File: src/rtl/stopwatch_pkg.sv
// Shared state encodings and default parameter values for the stopwatch lap controller.
package stopwatch_pkg;

   typedef enum logic [2:0] {
      ST_IDLE   = 3'd0,
      ST_COUNT  = 3'd1,
      ST_LAP    = 3'd2,
      ST_STOP   = 3'd3,
      ST_RECALL = 3'd4
   } sw_state_e;

   localparam int DEF_CNT_W      = 16;
   localparam int DEF_LAP_DEPTH  = 4;
   localparam int DEF_DEB_CYCLES = 4;

   function automatic logic is_running(input sw_state_e s);
      return (s == ST_COUNT) || (s == ST_LAP);
   endfunction

endpackage

File: src/rtl/sw_debounce.sv
// Raw switch conditioner: 2-FF synchroniser, run-length debounce, one-cycle rising-edge pulse.
module sw_debounce #(
   parameter int DEB_CYCLES = 4
) (
   input  logic clk,
   input  logic rst,
   input  logic sw_i,
   output logic pulse_o
);

   localparam int CW = $clog2(DEB_CYCLES + 1);

   logic          s1_q, s2_q, acc_q, pulse_q;
   logic [CW-1:0] cnt_q;

   // The pulse fires on the same edge the new level is accepted, so a stable rise
   // shows up 2 (sync) + DEB_CYCLES (samples) cycles after it reaches the pin.
   always_ff @(posedge clk or posedge rst) begin
      if (rst) begin
         s1_q    <= 1'b0;
         s2_q    <= 1'b0;
         acc_q   <= 1'b0;
         pulse_q <= 1'b0;
         cnt_q   <= '0;
      end else begin
         s1_q    <= sw_i;
         s2_q    <= s1_q;
         pulse_q <= 1'b0;
         if (s2_q == acc_q) begin
            cnt_q <= '0;
         end else if (cnt_q == CW'(DEB_CYCLES - 1)) begin
            acc_q   <= s2_q;
            cnt_q   <= '0;
            pulse_q <= s2_q;
         end else begin
            cnt_q <= cnt_q + CW'(1);
         end
      end
   end

   assign pulse_o = pulse_q;

endmodule

File: src/rtl/stopwatch_lap_ctrl.sv
// Stopwatch with lap memory and recall; three conditioned switches drive a five-state FSM.
// Define STOPWATCH_SAT_EN to make the count saturate and raise a sticky ovf flag.
module stopwatch_lap_ctrl
   import stopwatch_pkg::*;
#(
   parameter  int CNT_W      = DEF_CNT_W,
   parameter  int LAP_DEPTH  = DEF_LAP_DEPTH,
   parameter  int DEB_CYCLES = DEF_DEB_CYCLES,
   localparam int LC_W       = $clog2(LAP_DEPTH + 1),
   localparam int LI_W       = $clog2(LAP_DEPTH)
) (
   input  logic             clk,
   input  logic             rst,
   input  logic             sw1,
   input  logic             sw2,
   input  logic             sw3,
   input  logic             tick,
   output logic [CNT_W-1:0] count_out,
   output logic [CNT_W-1:0] disp_out,
   output logic [LC_W-1:0]  lap_cnt,
   output logic [LI_W-1:0]  lap_idx,
   output logic             lap_full,
   output logic [2:0]       state_out,
   output logic             ci,
   output logic             ld,
   output logic             clr,
   output logic             ovf
);

   logic [2:0] p_w;

   sw_debounce #(.DEB_CYCLES(DEB_CYCLES)) u_deb [2:0] (
      .clk     (clk),
      .rst     (rst),
      .sw_i    ({sw3, sw2, sw1}),
      .pulse_o (p_w)
   );

   // Lap/clear beats start/stop beats recall; losers in the same cycle are dropped.
   logic e1, e2, e3;
   assign e2 = p_w[1];
   assign e1 = p_w[0] & ~p_w[1];
   assign e3 = p_w[2] & ~p_w[0] & ~p_w[1];

   sw_state_e        state_q, state_d;
   logic [CNT_W-1:0] count_q, count_d, frz_q, frz_d, cnt_inc;
   logic [LC_W-1:0]  lap_cnt_q, lap_cnt_d;
   logic [LI_W-1:0]  lap_idx_q, lap_idx_d;
   logic [CNT_W-1:0] lap_mem_q [LAP_DEPTH];
   logic             wr_en, mem_clr, full;

   assign full = (lap_cnt_q == LC_W'(LAP_DEPTH));
   assign ci   = tick & is_running(state_q);

`ifdef STOPWATCH_SAT_EN
   assign cnt_inc = (count_q == '1) ? count_q : count_q + CNT_W'(1);
`else
   assign cnt_inc = count_q + CNT_W'(1);
`endif

   always_comb begin
      state_d   = state_q;
      count_d   = ci ? cnt_inc : count_q;
      frz_d     = frz_q;
      lap_cnt_d = lap_cnt_q;
      lap_idx_d = lap_idx_q;
      wr_en     = 1'b0;
      mem_clr   = 1'b0;
      ld        = 1'b0;
      unique case (state_q)
         ST_IDLE: begin
            count_d = '0;
            if (e1) state_d = ST_COUNT;
         end
         ST_COUNT: begin
            if (e2) begin
               // Freeze the pre-increment value even if a tick lands on this cycle.
               state_d = ST_LAP;
               frz_d   = count_q;
               ld      = 1'b1;
               if (!full) begin
                  wr_en     = 1'b1;
                  lap_cnt_d = lap_cnt_q + LC_W'(1);
               end
            end else if (e1) begin
               state_d = ST_STOP;
            end
         end
         ST_LAP: begin
            if (e2) begin
               state_d = ST_COUNT;
               ld      = 1'b1;
            end else if (e1) begin
               state_d = ST_STOP;
            end
         end
         ST_STOP: begin
            if (e2) begin
               state_d   = ST_IDLE;
               count_d   = '0;
               lap_cnt_d = '0;
               lap_idx_d = '0;
               mem_clr   = 1'b1;
            end else if (e1) begin
               state_d = ST_COUNT;
            end else if (e3 && lap_cnt_q != '0) begin
               state_d   = ST_RECALL;
               lap_idx_d = '0;
            end
         end
         ST_RECALL: begin
            if (e2) begin
               state_d = ST_STOP;
            end else if (e3) begin
               ld        = 1'b1;
               lap_idx_d = (LC_W'(lap_idx_q) + LC_W'(1) == lap_cnt_q) ? '0 : lap_idx_q + LI_W'(1);
            end
         end
         default: state_d = ST_IDLE;
      endcase
   end

   always_ff @(posedge clk or posedge rst) begin
      if (rst) begin
         state_q   <= ST_IDLE;
         count_q   <= '0;
         frz_q     <= '0;
         lap_cnt_q <= '0;
         lap_idx_q <= '0;
         for (int i = 0; i < LAP_DEPTH; i++) lap_mem_q[i] <= '0;
      end else begin
         state_q   <= state_d;
         count_q   <= count_d;
         frz_q     <= frz_d;
         lap_cnt_q <= lap_cnt_d;
         lap_idx_q <= lap_idx_d;
         if (mem_clr) begin
            for (int i = 0; i < LAP_DEPTH; i++) lap_mem_q[i] <= '0;
         end else if (wr_en) begin
            lap_mem_q[LI_W'(lap_cnt_q)] <= count_q;
         end
      end
   end

`ifdef STOPWATCH_SAT_EN
   logic ovf_q, ovf_d;

   always_comb begin
      ovf_d = ovf_q | (ci & (count_q == '1));
      if (state_d == ST_IDLE) ovf_d = 1'b0;
   end

   always_ff @(posedge clk or posedge rst) begin
      if (rst) ovf_q <= 1'b0;
      else     ovf_q <= ovf_d;
   end

   assign ovf = ovf_q;
`else
   assign ovf = 1'b0;
`endif

   always_comb begin
      unique case (state_q)
         ST_LAP:    disp_out = frz_q;
         ST_RECALL: disp_out = lap_mem_q[lap_idx_q];
         default:   disp_out = count_q;
      endcase
   end

   assign count_out = count_q;
   assign lap_cnt   = lap_cnt_q;
   assign lap_idx   = lap_idx_q;
   assign lap_full  = full;
   assign state_out = state_q;
   assign clr       = (state_q == ST_IDLE);

endmodule
File: config.mk
export PLATFORM = sky130hd
export DESIGN_NAME = stopwatch_lap_ctrl
export DESIGN_NICKNAME = d
export VERILOG_FILES = /design/src/rtl/stopwatch_pkg.sv /design/src/rtl/sw_debounce.sv /design/src/rtl/stopwatch_lap_ctrl.sv
export SDC_FILE = /design/constraint.sdc
export NUM_CORES = 1
export LEC_CHECK = 0
export ABC_AREA = 1
export CORE_ASPECT_RATIO = 0.5
export CORE_UTILIZATION = 45
export DETAILED_ROUTE_END_ITERATION = 6
export PLACE_DENSITY = 0.71
export SLEW_MARGIN = 20
export SYNTH_ARGS = -nofsm -noshare
export SYNTH_HDL_FRONTEND = slang
export SYNTH_SLANG_ARGS = --single-unit
File: constraint.sdc
create_clock -name clk -period 8.4 [get_ports clk]
set_clock_uncertainty 0.05 [all_clocks]
set_input_delay 0.84 -clock clk [delete_from_list [all_inputs] [get_ports clk]]
set_output_delay 0.84 -clock clk [all_outputs]
set_load 0.05 [all_outputs]
==> impl_results.html <==
<table>
<tr><th>Metric</th><th>Value</th></tr>
<tr><th colspan="2">Power</th></tr>
<tr><td>Max VDD drop</td><td>between 100 and 150 uV</td></tr>
<tr><td>Pwr dens</td><td>210 nW/um^2</td></tr>
<tr><td>Static Leakage</td><td>3.29 nW</td></tr>
<tr><th colspan="2">Yosys</th></tr>
<tr><td>Sequential area share after synthesis</td><td>50.3%</td></tr>
<tr><td>Post-synth top cells</td><td>sky130_fd_sc_hd__nand2_1 (201), sky130_fd_sc_hd__dfrtp_1 (125), sky130_fd_sc_hd__inv_1 (105)</td></tr>
<tr><td>Fraction of the mapped netlist area in simple logic gates</td><td>23.2%</td></tr>
<tr><td>Most instantiated flip-flop cell in the synthesis netlist</td><td>sky130_fd_sc_hd__dfrtp_1</td></tr>
<tr><td>Xor and xnor fraction of the mapped netlist area</td><td>1.27%</td></tr>
<tr><td>Synth Net Count</td><td>approximately 800</td></tr>
<tr><td>Combinational family with the most area after synthesis</td><td>simple AND/OR/NAND/NOR gates</td></tr>
<tr><td>Number of enable-type register cells in the synthesized netlist</td><td>0</td></tr>
<tr><td>Number of instances in the synthesized netlist</td><td>773</td></tr>
<tr><td>Cell type contributing the most total cell area after synthesis</td><td>sky130_fd_sc_hd__dfrtp_1</td></tr>
<tr><td>Synthesis Warnings</td><td>0</td></tr>
<tr><td>Avg Inst Size Synth</td><td>8.05 um^2</td></tr>
<tr><td>Post-synthesis adder-cell area fraction</td><td>1.81%</td></tr>
<tr><td>Fraction of the mapped netlist area in compound gates</td><td>13.9%</td></tr>
<tr><td>Fraction of post-synthesis cell area in the top cell type by area</td><td>50.3%</td></tr>
<tr><td>Cell types with the largest area share after synthesis</td><td>sky130_fd_sc_hd__dfrtp_1 (50%), sky130_fd_sc_hd__nand2_1 (12%), sky130_fd_sc_hd__o21ai_0 (8.4%)</td></tr>
<tr><td>Async set or reset register ratio after synthesis</td><td>100%</td></tr>
<tr><td>Synth Register Bits</td><td>125</td></tr>
<tr><td>Count of distinct cell types in the synthesized netlist</td><td>32</td></tr>
<tr><td>Mapped Area</td><td>6220 um^2</td></tr>
<tr><td>Multiplexer area fraction after synthesis</td><td>0%</td></tr>
<tr><td>Library cell with the highest instance count after synthesis</td><td>sky130_fd_sc_hd__nand2_1</td></tr>
<tr><th colspan="2">CTS</th></tr>
<tr><td>CTS Buf Count</td><td>17</td></tr>
<tr><td>Clock latency on the worst-skew pair</td><td>approximately 410 ps</td></tr>
<tr><td>Number of gates resized after cts</td><td>0</td></tr>
<tr><td>Library cell used as clock root buffer</td><td>sky130_fd_sc_hd__clkbuf_16</td></tr>
<tr><td>Number of buffers added to fix hold violations after cts</td><td>0</td></tr>
<tr><td>Number of buffers inserted by post-CTS setup repair</td><td>0</td></tr>
<tr><td>Register clock-pin slew on the reported worst setup and hold paths</td><td>60 ps</td></tr>
<tr><td>Total number of clock tree sinks</td><td>125</td></tr>
<tr><td>CTS H-tree lvls</td><td>4</td></tr>
<tr><td>Clock Path Buffers</td><td>2</td></tr>
<tr><td>CTS tree</td><td>yes</td></tr>
<tr><th colspan="2">Route</th></tr>
<tr><td>Detail-routed net length per standard cell</td><td>~15 um</td></tr>
<tr><td>Detailed-route DRC error count</td><td>0</td></tr>
<tr><td>Number of violations reported at the end of detailed-routing iteration 0</td><td>526</td></tr>
<tr><td>Via count normalized by instance count</td><td>between 5 and 6</td></tr>
<tr><td>Routed Wire Length</td><td>15.3 mm</td></tr>
<tr><td>First drt pass iteration count</td><td>5</td></tr>
<tr><td>Residual antenna-violating net count after detailed routing</td><td>0</td></tr>
<tr><td>Total vias in the final route</td><td>5320</td></tr>
<tr><th colspan="2">Global route</th></tr>
<tr><td>Number of global-route vias before repair</td><td>4933</td></tr>
<tr><td>Initial antenna violation count</td><td>0</td></tr>
<tr><td>Global Route Usage Sum</td><td>between 20% and 30%</td></tr>
<tr><td>Pin count of the biggest net entering global routing</td><td>69</td></tr>
<tr><td>Grt ovf</td><td>0</td></tr>
<tr><td>First-pass GRT wire length</td><td>25.5 mm</td></tr>
<tr><th colspan="2">Timing</th></tr>
<tr><td>Transition time at the pin with the least slew margin</td><td>about 1000 ps</td></tr>
<tr><td>Setup slack of the critical path after layout</td><td>3850 ps</td></tr>
<tr><td>Clock period minus worst slack</td><td>~4500 ps</td></tr>
<tr><td>Max-slew violations</td><td>0</td></tr>
<tr><td>Max-slew headroom</td><td>between 30% and 40%</td></tr>
<tr><td>Unrepaired setup endpoints after global routing</td><td>no</td></tr>
<tr><td>Final hold violation count</td><td>0</td></tr>
<tr><td>Crit share post-route</td><td>54.1%</td></tr>
<tr><td>FMAX</td><td>220 MHz</td></tr>
<tr><td>Sum of negative setup slack</td><td>0 ps</td></tr>
<tr><td>Final number of setup-violating endpoints</td><td>0</td></tr>
<tr><th colspan="2">Critical path</th></tr>
<tr><td>CP max stage cell</td><td>sky130_fd_sc_hd__dfrtp_1</td></tr>
<tr><td>Delay contributed by the slowest stage of the critical path</td><td>1020 ps</td></tr>
<tr><td>Endpoint type of the worst setup path</td><td>primary output</td></tr>
<tr><td>Endpoint arrival time on the critical path</td><td>3660 ps</td></tr>
<tr><td>Most used cell, CP</td><td>sky130_fd_sc_hd__nand3_1</td></tr>
<tr><td>Worst EP required</td><td>7510 ps</td></tr>
<tr><td>Cell breakdown of the critical path</td><td>inv_1, o211ai_1, nand3_1, nand3_1, clkdlybuf4s50_1</td></tr>
<tr><td>Type of origin of the critical path</td><td>flip-flop</td></tr>
<tr><td>Startpoint-to-endpoint class of the critical path</td><td>flip-flop to primary output</td></tr>
<tr><td>Maximum fanout count along the critical path</td><td>37</td></tr>
<tr><th colspan="2">Run status</th></tr>
<tr><td>Result of the run</td><td>complete, no violations</td></tr>
<tr><th colspan="2">Placement</th></tr>
<tr><td>DP Worst Slack</td><td>between 4000 and 5000 ps</td></tr>
<tr><td>Final weighted congestion in routability-driven placement</td><td>just under 0.9</td></tr>
<tr><td>Number of port buffers</td><td>~50</td></tr>
<tr><td>HPWL after detailed placement</td><td>10.3 mm</td></tr>
<tr><th colspan="2">Floorplanning</th></tr>
<tr><td>Initial Util</td><td>47.6%</td></tr>
<tr><td>I/O pin cnt</td><td>51</td></tr>
<tr><td>Area of the core</td><td>13100 um^2</td></tr>
<tr><td>Row count</td><td>29</td></tr>
<tr><td>Total die area</td><td>14300 um^2</td></tr>
<tr><td>X dimension of the die</td><td>168 um</td></tr>
<tr><td>Die extent in y</td><td>85.2 um</td></tr>
<tr><th colspan="2">Layout</th></tr>
<tr><td>Net count reported at finish</td><td>826</td></tr>
<tr><td>Synthesis-to-layout area growth</td><td>17.9%</td></tr>
<tr><td>Utilization of the core after routing</td><td>56.1%</td></tr>
<tr><td>Number of diodes</td><td>0</td></tr>
<tr><td>Layout cells sized above 1</td><td>6.32%</td></tr>
<tr><th colspan="2">Run</th></tr>
<tr><td>Total of max-cap violations</td><td>0</td></tr>
<tr><th colspan="2">Min path</th></tr>
<tr><td>Type of the most critical hold path</td><td>flip-flop to flip-flop</td></tr>
</table>
==> flip-flops by register name, summed over array words and instances (netlist names), 9 cells and up <==
| register | flops |
|---|---|
| u_deb.cnt_q | 9 |
| lap_mem_q | 64 |
| frz_q | 16 |
| count_out | 16 |
==> metal layers <==
metal | track usage (%) | up-vias | wire length, um
met5 | 0 | - | 0
met4 | 5.04 | 0 | 163
met3 | 7.70 | 17 | 1260
met2 | 32.1 | 181 | 6370
met1 | 33.9 | 2555 | 7490
li1 | - | 2567 | -
==> cell usage in the layout, fill, tap and decap left out, types with 3 or more instances in the layout <==
cell type,synthesis,final
sky130_fd_sc_hd__nand2_1,201,201
sky130_fd_sc_hd__a21oi_1,27,27
sky130_fd_sc_hd__o21ai_1,5,5
sky130_fd_sc_hd__xor2_1,3,3
sky130_fd_sc_hd__inv_1,105,104
sky130_fd_sc_hd__clkinvlp_4,0,3
sky130_fd_sc_hd__nor2_4,3,3
sky130_fd_sc_hd__o21ai_4,3,3
sky130_fd_sc_hd__nor3_1,4,4
sky130_fd_sc_hd__clkinv_4,0,5
sky130_fd_sc_hd__nand4_1,7,7
sky130_fd_sc_hd__o21ai_0,104,104
sky130_fd_sc_hd__o211ai_1,16,16
sky130_fd_sc_hd__nand3_1,70,70
sky130_fd_sc_hd__inv_2,4,4
sky130_fd_sc_hd__dfrtp_1,125,125
sky130_fd_sc_hd__nor2_1,34,34
sky130_fd_sc_hd__nor2_2,3,3
sky130_fd_sc_hd__xnor2_1,6,6
sky130_fd_sc_hd__ha_1,9,9
sky130_fd_sc_hd__clkdlybuf4s50_1,0,49
sky130_fd_sc_hd__clkbuf_16,0,17
==> critical path: cells and delay by family (launching register included) <==
family,cells,cell delay (ps)
AOI/OAI and AO/OA,1,380
and+or+nand+nor,2,270
DFF,1,1020
buffers and inverters,2,1560
==> area by class of cell <==
type	count	area, um^2
repair buffers	51	505
fillers	1173	5730
clock inverters	13	145
flip-flops and latches	125	3130
multi-input cells	507	2500
inverters	109	412
clock buffers	18	429
well taps	170	213
==> cell families after synthesis <==
kind of cell	after synthesis
compound gates	157
xor+xnor	9
fa+ha+maj	9
buf+inv	141
flops	125
other cells	1
simple gates	331
==> worst paths after layout <==
check | slack [ps] | endpoint | depth (start not counted) | start
worst max-delay path | 3850 | disp_out[8] | 5 | lap_idx[0]$_DFFE_PP0P_
worst min-delay path | 300 | u_deb[1].s2_q$_DFF_PP0_ | 0 | u_deb[1].s1_q$_DFF_PP0_
worst max register to register | 5950 | lap_idx[0]$_DFFE_PP0P_ | 8 | state_out[1]$_DFFE_PP0P_
worst min register to register | 300 | u_deb[1].s2_q$_DFF_PP0_ | 0 | u_deb[1].s1_q$_DFF_PP0_
max in group asynchronous | 6110 | lap_mem_q[2]$_DFFE_PP0P_ | 3 | rst
min in group asynchronous | 920 | u_deb[0].cnt_q[2]$_DFF_PP0_ | 2 | rst
==> where the power goes <==
part	internal, W	leakage, nW	switching [W]	total (W)
clock	0.000436	0.272	0.000273	0.000709
sequential	0.000628	1.72	0.0000225	0.000650
combinational	0.0000548	1.30	0.000123	0.000178
total	0.00112	3.29	0.000419	0.00154
==> per-stage QoR <==
stage,cell area [um^2],total power (W),hold slack [ps],instances
2_1_floorplan,6220,0.000791,281,773
3_5_place_dp,6760,0.000840,289,962
3_3_place_gp,6760,0.000834,285,962
5_1_grt,7330,0.00160,304,993
6_report,7330,0.00154,302,993
4_1_cts,7330,0.00155,302,993
(Power assumes the default switching activity.)
